## src/rtl/vga_pkg.sv

```systemverilog
// Shared video constants, button indices and the cursor clamp helper.
package vga_pkg;

    localparam int unsigned SCREEN_W = 256;
    localparam int unsigned SCREEN_H = 240;
    localparam int unsigned POS_W    = 9;
    localparam int unsigned COORD_W  = 10;
    localparam int unsigned NUM_BTN  = 5;

    localparam logic [2:0] COLOR_BLACK   = 3'b000;
    localparam logic [2:0] COLOR_RED     = 3'b001;
    localparam logic [2:0] COLOR_GREEN   = 3'b010;
    localparam logic [2:0] COLOR_YELLOW  = 3'b011;
    localparam logic [2:0] COLOR_BLUE    = 3'b100;
    localparam logic [2:0] COLOR_MAGENTA = 3'b101;
    localparam logic [2:0] COLOR_CYAN    = 3'b110;
    localparam logic [2:0] COLOR_WHITE   = 3'b111;

    typedef enum logic [2:0] {
        BTN_LEFT  = 3'd0,
        BTN_RIGHT = 3'd1,
        BTN_UP    = 3'd2,
        BTN_DOWN  = 3'd3,
        BTN_SPACE = 3'd4
    } btn_idx_e;

    // One saturating step along an axis; opposing directions cancel. Signed
    // 10-bit math keeps pos-step from wrapping below zero.
    function automatic logic [POS_W-1:0] step_clamp(
        input logic [POS_W-1:0] pos,
        input logic             dec,
        input logic             inc,
        input logic [POS_W-1:0] step,
        input logic [POS_W-1:0] lo,
        input logic [POS_W-1:0] hi
    );
        logic signed [COORD_W-1:0] cur;
        logic signed [COORD_W-1:0] stp;
        logic signed [COORD_W-1:0] lo_e;
        logic signed [COORD_W-1:0] hi_e;
        logic signed [COORD_W-1:0] nxt;
        cur  = {1'b0, pos};
        stp  = {1'b0, step};
        lo_e = {1'b0, lo};
        hi_e = {1'b0, hi};
        nxt  = cur;
        if (dec && !inc) begin
            nxt = cur - stp;
            if (nxt < lo_e) nxt = lo_e;
        end else if (inc && !dec) begin
            nxt = cur + stp;
            if (nxt > hi_e) nxt = hi_e;
        end
        return nxt[POS_W-1:0];
    endfunction

endpackage

```

## src/rtl/button_debounce.sv

```systemverilog
// Two-flop synchroniser plus frame-strobed debounce counter for one button.
module button_debounce #(
    parameter int unsigned DEBOUNCE_FRAMES = 2
) (
    input  logic clk,
    input  logic reset,
    input  logic raw,
    input  logic strobe,
    output logic level
);

    localparam int unsigned CNT_W = (DEBOUNCE_FRAMES > 1) ? $clog2(DEBOUNCE_FRAMES) : 1;
    localparam logic [CNT_W-1:0] CNT_LAST = CNT_W'(DEBOUNCE_FRAMES - 1);

    logic             sync_1;
    logic             sync_2;
    logic [CNT_W-1:0] cnt;
    logic [CNT_W-1:0] cnt_next;
    logic             level_next;

    // Level flips once the mismatch has been seen on DEBOUNCE_FRAMES strobes in a row.
    always_comb begin
        cnt_next   = cnt;
        level_next = level;
        if (strobe) begin
            if (sync_2 != level) begin
                if (cnt == CNT_LAST) begin
                    level_next = ~level;
                    cnt_next   = '0;
                end else begin
                    cnt_next = cnt + CNT_W'(1);
                end
            end else begin
                cnt_next = '0;
            end
        end
    end

    always_ff @(posedge clk or negedge reset) begin
        if (!reset) begin
            sync_1 <= 1'b0;
            sync_2 <= 1'b0;
            cnt    <= '0;
            level  <= 1'b0;
        end else begin
            sync_1 <= raw;
            sync_2 <= sync_1;
            cnt    <= cnt_next;
            level  <= level_next;
        end
    end

endmodule

```

## src/rtl/cursor_controller.sv

```systemverilog
// Player-2 cursor: debounced buttons drive a clamped, auto-repeating (x,y)
// position and a select toggle, all updated once per frame strobe.
module cursor_controller
    import vga_pkg::*;
#(
    parameter int unsigned INIT_X          = 64,
    parameter int unsigned INIT_Y          = 30,
    parameter int unsigned X_MIN           = 2,
    parameter int unsigned X_MAX           = 220,
    parameter int unsigned Y_MIN           = 2,
    parameter int unsigned Y_MAX           = 200,
    parameter int unsigned STEP            = 1,
    parameter int unsigned DEBOUNCE_FRAMES = 2,
    parameter int unsigned REPEAT_DELAY    = 8
) (
    input  logic               clk,
    input  logic               reset,
    input  logic               vsync,
    input  logic [NUM_BTN-1:0] btn,
    output logic [POS_W-1:0]   pos_x,
    output logic [POS_W-1:0]   pos_y,
    output logic               selected,
    output logic               fire_pulse,
    output logic               moving
);

    localparam int unsigned HOLD_W = $clog2(REPEAT_DELAY + 1);
    localparam logic [HOLD_W-1:0] HOLD_MAX = HOLD_W'(REPEAT_DELAY);
    localparam logic [POS_W-1:0]  STEP_V   = POS_W'(STEP);
    localparam logic [POS_W-1:0]  X_MIN_V  = POS_W'(X_MIN);
    localparam logic [POS_W-1:0]  X_MAX_V  = POS_W'(X_MAX);
    localparam logic [POS_W-1:0]  Y_MIN_V  = POS_W'(Y_MIN);
    localparam logic [POS_W-1:0]  Y_MAX_V  = POS_W'(Y_MAX);

    logic               vsync_q;
    logic               strobe_c;
    logic [NUM_BTN-1:0] db;
    logic               any_dir_c;
    logic [HOLD_W-1:0]  hold_cnt;
    logic [HOLD_W-1:0]  hold_next;
    logic               space_prev;
    logic               space_prev_next;
    logic [POS_W-1:0]   pos_x_next;
    logic [POS_W-1:0]   pos_y_next;
    logic               selected_next;
    logic               fire_next;

    assign strobe_c  = vsync & ~vsync_q;
    assign any_dir_c = db[BTN_LEFT] | db[BTN_RIGHT] | db[BTN_UP] | db[BTN_DOWN];

    for (genvar i = 0; i < NUM_BTN; i++) begin : g_btn
        button_debounce #(
            .DEBOUNCE_FRAMES(DEBOUNCE_FRAMES)
        ) u_debounce (
            .clk   (clk),
            .reset (reset),
            .raw   (btn[i]),
            .strobe(strobe_c),
            .level (db[i])
        );
    end

    // db holds the pre-strobe debounced state here, giving one frame of latency.
    always_comb begin
        pos_x_next      = pos_x;
        pos_y_next      = pos_y;
        hold_next       = hold_cnt;
        selected_next   = selected;
        fire_next       = 1'b0;
        space_prev_next = space_prev;
        if (strobe_c) begin
            space_prev_next = db[BTN_SPACE];
            if (db[BTN_SPACE] && !space_prev) begin
                fire_next     = 1'b1;
                selected_next = ~selected;
            end
            if (any_dir_c) begin
                if (hold_cnt == '0 || hold_cnt == HOLD_MAX) begin
                    pos_x_next = step_clamp(pos_x, db[BTN_LEFT], db[BTN_RIGHT],
                                            STEP_V, X_MIN_V, X_MAX_V);
                    pos_y_next = step_clamp(pos_y, db[BTN_UP], db[BTN_DOWN],
                                            STEP_V, Y_MIN_V, Y_MAX_V);
                end
                if (hold_cnt != HOLD_MAX) hold_next = hold_cnt + HOLD_W'(1);
            end else begin
                hold_next = '0;
            end
        end
    end

    always_ff @(posedge clk or negedge reset) begin
        if (!reset) begin
            vsync_q    <= 1'b0;
            pos_x      <= POS_W'(INIT_X);
            pos_y      <= POS_W'(INIT_Y);
            hold_cnt   <= '0;
            selected   <= 1'b0;
            fire_pulse <= 1'b0;
            space_prev <= 1'b0;
            moving     <= 1'b0;
        end else begin
            vsync_q    <= vsync;
            pos_x      <= pos_x_next;
            pos_y      <= pos_y_next;
            hold_cnt   <= hold_next;
            selected   <= selected_next;
            fire_pulse <= fire_next;
            space_prev <= space_prev_next;
            moving     <= any_dir_c;
        end
    end

endmodule

```

## config.mk

```make
export PLATFORM = sky130hd
export DESIGN_NAME = cursor_controller
export DESIGN_NICKNAME = d
export VERILOG_FILES = /design/src/rtl/vga_pkg.sv /design/src/rtl/button_debounce.sv /design/src/rtl/cursor_controller.sv
export SDC_FILE = /design/constraint.sdc
export NUM_CORES = 1
export LEC_CHECK = 0
export CORE_ASPECT_RATIO = 0.6
export CORE_MARGIN = 2
export CORE_UTILIZATION = 62
export CTS_CLUSTER_SIZE = 20
export DETAILED_ROUTE_END_ITERATION = 8
export PLACE_DENSITY = 0.82
export SKIP_CTS_REPAIR_TIMING = 1
export SLEW_MARGIN = 40
export SYNTH_ARGS = -nofsm -noshare
export SYNTH_HDL_FRONTEND = slang
export SYNTH_SLANG_ARGS = --single-unit
```

## constraint.sdc

```tcl
create_clock -name clk -period 5.75 [get_ports clk]
set_input_delay 1.15 -clock clk [delete_from_list [all_inputs] [get_ports clk]]
set_output_delay 1.15 -clock clk [all_outputs]
set_load 0.01 [all_outputs]
```

* Yosys cells after proc, flatten, opt, wreduce, memory -nomap -nowiden
Index checks and enable logic that the tools add are counted.
Cells by class: reduce and logical (&&, ||, !) cells 23, magnitude comparators 4, eq/ne operators 8, mux-type cells 22, bitwise logic cells 11, $add $sub $neg 10
Operator list (count):
- $mux W9 | 8
- $add A9 B1 Y10 const B | 2
- $gt A10 B9 Y1 const B | 2
- $lt A10 B3 Y1 const B | 2
- $sub A9 B1 Y10 const B | 2
- $reduce_and A3 Y1 | 5
- $mux W1 | 12
- $mux W4 | 2
- $reduce_and A4 Y1 | 2
- $not A1 Y1 | 7
- $add A1 B1 Y1 const B | 5
- $logic_and A1 B1 Y1 | 5
- $logic_not A1 Y1 | 5
- $ne A1 B1 Y1 | 5
- $add A4 B1 Y4 const B | 1
- $eq A4 B4 Y1 const B | 1
- $logic_not A4 Y1 | 1
- $ne A4 B4 Y1 const B | 1
- $reduce_and A2 Y1 | 2
- $reduce_bool A2 Y1 | 2
- $or A1 B1 Y1 | 3
- $ne A2 B1 Y1 const B | 1
- $and A1 B1 Y1 | 1
- $logic_or A1 B1 Y1 | 1
Word-level totals: logic and storage cells 106, output and inout port bits 21, bits in registers 47

* Longest topological paths before layout
word-level depth 5, mapped depth 11, gate-level depth less buffers 9

* By module
From an unflattened synthesis, not the netlist that was laid out.
Unflattened totals: cells, all modules 381, area, all modules 3281.9 µm²
By module, submodules not included:
- cursor_controller | area an instance 2543.7 µm², cells each 331, sequential area each 681.9 µm², times used 1
- button_debounce | area an instance 147.6 µm², cells each 10, sequential area each 100.1 µm², times used 5

* Worst setup path after synthesis
No wires, ideal clock.
path kind input port to flip-flop, from input port vsync, to register pos_y[2], stages 9, path slack 2.914 ns, arrival time 2.776 ns, cells stage by stage nor2b_1 clkbuf_1 nand2_1 or2_2 clkbuf_1 nor2_1 o21ai_0 o2111ai_1 o21a_1
Between the ends: word-level cells in the longest chain between the ends 2
RTL lines:
- start, declared | RTL line cursor_controller.sv:18 | input logic vsync,
- $and A1 B1 Y1 | RTL line cursor_controller.sv:48 | assign strobe_c = vsync & ~vsync_q;
- $reduce_and A4 Y1 (no line)
- end signal, assigned | RTL line cursor_controller.sv:95 | pos_y <= POS_W'(INIT_Y);
- end signal, assigned | RTL line cursor_controller.sv:104 | pos_y <= pos_y_next;
- end, declared | RTL line cursor_controller.sv:21 | output logic [POS_W-1:0] pos_y,
Every way passes these cells. A chain may end at the register's enable or synchronous reset.

* Final worst setup path
Ends and elaborated chain as after synthesis.

==> run summary <==
Mapped Area: 0.00312 mm²
CTS Sinks: 47
Util after Layout: 74.0%
FMAX: 316 MHz
CTS root buffer: clkbuf_8
largest net degree at the start of global routing: 48
post-route ant nets: 0
sequential area share after synthesis: 37.9%
Routability Congestion: 0.955
critical path required time: 6.00 ns
Longest Clk Path Bufs: 2
Max Slew Vio Count: 0
leakage power: 0.00138 µW
core footprint: 0.00471 mm²
Hold Path Depth: 0
Yosys reg bits: 47
pre-CTS worst setup slack: 2.30 ns
Synth-to-Final Area Change: 11.6%
Die Area: 0.00564 mm²
EDFF count, synth: 0
Non-Filler Instances: 447
fin crit share: 55.0%
Synth Area in Compound Gates: 23.8%
Worst-Skew Late Latency: 0.31 ns
worst r2r path cells: 8
biggest cell delay along the critical path: 0.49 ns
IO Pins: 29
Worst Hold Class: reg -> reg
TNS Setup: 0 ns
Num CTS Buffers: 5
Post-Synthesis Cells: 374
post-synthesis xor/xnor area fraction: 4.21%
Via density: 6.56
drt first-iter violations: 335
Initial Util: 66.3%
Hold Path Sink: g_btn[0].u_debounce.sync_2$_DFF_PN0_
Setup WS post-layout: 2.58 ns
Post-synth ARST share: 100%
most common cell in the netlist: nand2_1
synth unique cells: 64
dpl cells: 439
port buffer count: 28
Hold Slack: 0.353 ns
chip height: 59.0 µm
largest fanout on the critical path: 19
HPWL Detailed: 5230 µm
hold path start: g_btn[0].u_debounce.sync_1$_DFF_PN0_
Syn Nets: 393
post-synth top area cell: dfrtp_1
DR vias: 2,931
reg2reg end: pos_y[2]$_DFFE_PN1P_
layout cells sized above 1: 8.85%
DR WL/cell: 16.5 µm
post-synthesis adder-cell area fraction: 4.41%
top cells by count, synth: 53 x nand2_1, 42 x dfrtp_1, 34 x o21ai_0
Pre-antenna DRT Iters: 6
RR Startpoint: pos_y[0]$_DFFE_PN0P_
CTS tree: yes
top-area cell type share of the netlist area: 33.7%
status: finished, final reports clean
Power Density: 449 mW/mm²
Final Hold Viols: 0
vias in the first global route: 2,438
Worst R2R Setup Slack: 2.84 ns
DRC viols: 0
remaining global-route overflow: 0
Top FF cell, synth: dfrtp_1
CP cell instances: clkdlybuf4s50_1, nor2b_1, buf_4, nand2_1, or2_2, nor2_1, o21ai_0, o2111ai_1, o21a_1
RSZ-0062 raised after global routing: false
first-pass GRT wire length: 12,200 µm
CP Launch Type: primary input
Crit Path Category: in -> reg
Slowest cell on crit path: clkdlybuf4s50_1
number of core rows: 19
All-Layer GR Usage: 28.2%
clock-pin slew on the worst setup and hold paths: 0.09 ns
initial antenna violation count: 0
mux share of post-synthesis cell area: 0.721%
Max VDD drop: 0.341 mV
post-synthesis simple-gate area fraction: 23.8%
Ant. Diodes: 0
Yosys warnings: 0
Max H-tree Level: 2
skew final: 0.00840 ns
Slew headroom: 49.6%
nets: 402
Max-Cap Viols: 0
Avg Inst Size Synth: 8.35 µm²
final setup violation count: 0
Worst EP arrival: 3.42 ns
min cycle time layout: 3.17 ns
Die Span X: 95.6 µm
main combinational cell family by area after synthesis: compound AO/OA/AOI/OAI gates
worst-margin pin slew: 0.751 ns
final WL: 7360 µm
Area contributors post-synth: dfrtp_1 34%, nand2_1 6.4%, o21ai_0 5.5%
CP endpoint kind: flop
-- power breakdown --
part | leakage, µW | switching, µW | total [µW] | internal, µW
combinational | 0.000774 | 399 | 732 | 333
clock | 0.0000467 | 123 | 213 | 90.2
sequential | 0.000562 | 184 | 619 | 435
total | 0.00138 | 706 | 1560 | 858
-- state kept, by name, summed over array words and instances, names as in the netlist, 4 cells and up --
name                     flops
pos_y                        9
hold_cnt                     4
g_btn.u_debounce.level       5
g_btn.u_debounce.cnt         5
pos_x                        9
g_btn.u_debounce.sync_2      5
g_btn.u_debounce.sync_1      5
-- through the flow --
stage | cell area (µm²) | power [µW]
floorplan | 3120 | 1090
global placement | 3370 | 1300
detailed placement | 3380 | 1330
CTS | 3480 | 1540
global route | 3480 | 1680
finish | 3480 | 1560
-- cell families after synthesis --
kind of cell	count (synthesis)
compound gates	111
simple gates	147
flops	47
mux	2
xor+xnor	15
buf+inv	41
fa+ha+maj	11
-- worst max-delay path, delay by kind of cell --
family                 cells  cell delay [ns]
and+or+nand+nor            4             0.90
buffers and inverters      2             0.72
AOI/OAI and AO/OA          3             0.64
-- layout by cell type, fill, tap and decap left out, types with 3 or more instances in the layout --
master,netlist,final
nand2_1,53,53
dfrtp_1,42,42
o21ai_0,34,34
clkdlybuf4s50_1,0,27
nor2_1,26,26
a21oi_1,19,19
inv_1,14,14
nand3_1,11,11
xor2_1,11,11
ha_1,11,11
a31oi_1,10,10
nor3_1,10,10
clkbuf_8,0,5
dfstp_2,5,5
nor3b_1,4,4
nand2b_1,4,4
and3_1,4,4
nor4_1,5,4
o31ai_1,5,4
nor2b_1,4,4
xnor2_1,4,4
o22ai_1,4,4
a22oi_1,4,4
a31o_2,4,4
nand4_1,3,3
and2_1,3,3
a32o_1,3,3
or3_1,3,3
-- metal layers --
metal  GRT usage (%)  up-vias  routed length [µm]
met3            8.19        8                 764
met2            39.6      181                3090
met1            43.7     1367                3450
li1                -     1375                   -
met4            5.31        0                  56
met5               0        -                   0
-- layout make-up --
class | count | area [µm²]
Clock buffer | 5 | 68.8
Clock inverter | 3 | 27.5
Fill cell | 357 | 1220
Inverter | 14 | 52.6
Multi-Input combinational cell | 286 | 1790
Sequential cell | 47 | 1180
Tap cell | 63 | 78.8
Timing Repair Buffer | 29 | 285
-- worst max path at each step --
| stage | cells after the start | startpoint | to | slack [ns] |
|---|---|---|---|---|
| 2_1_floorplan | 9 | vsync | pos_y[2]$_DFFE_PN1P_ | 2.91 |
| 3_3_place_gp | 9 | vsync | pos_y[2]$_DFFE_PN1P_ | 2.39 |
| 3_5_place_dp | 9 | vsync | pos_y[2]$_DFFE_PN1P_ | 2.30 |
| 4_1_cts | 9 | vsync | pos_y[2]$_DFFE_PN1P_ | 2.62 |
| 5_1_grt | 9 | vsync | pos_y[2]$_DFFE_PN1P_ | 2.37 |
| 6_report | 9 | vsync | pos_y[2]$_DFFE_PN1P_ | 2.58 |
Note: power is estimated with default switching activity, not from simulation.
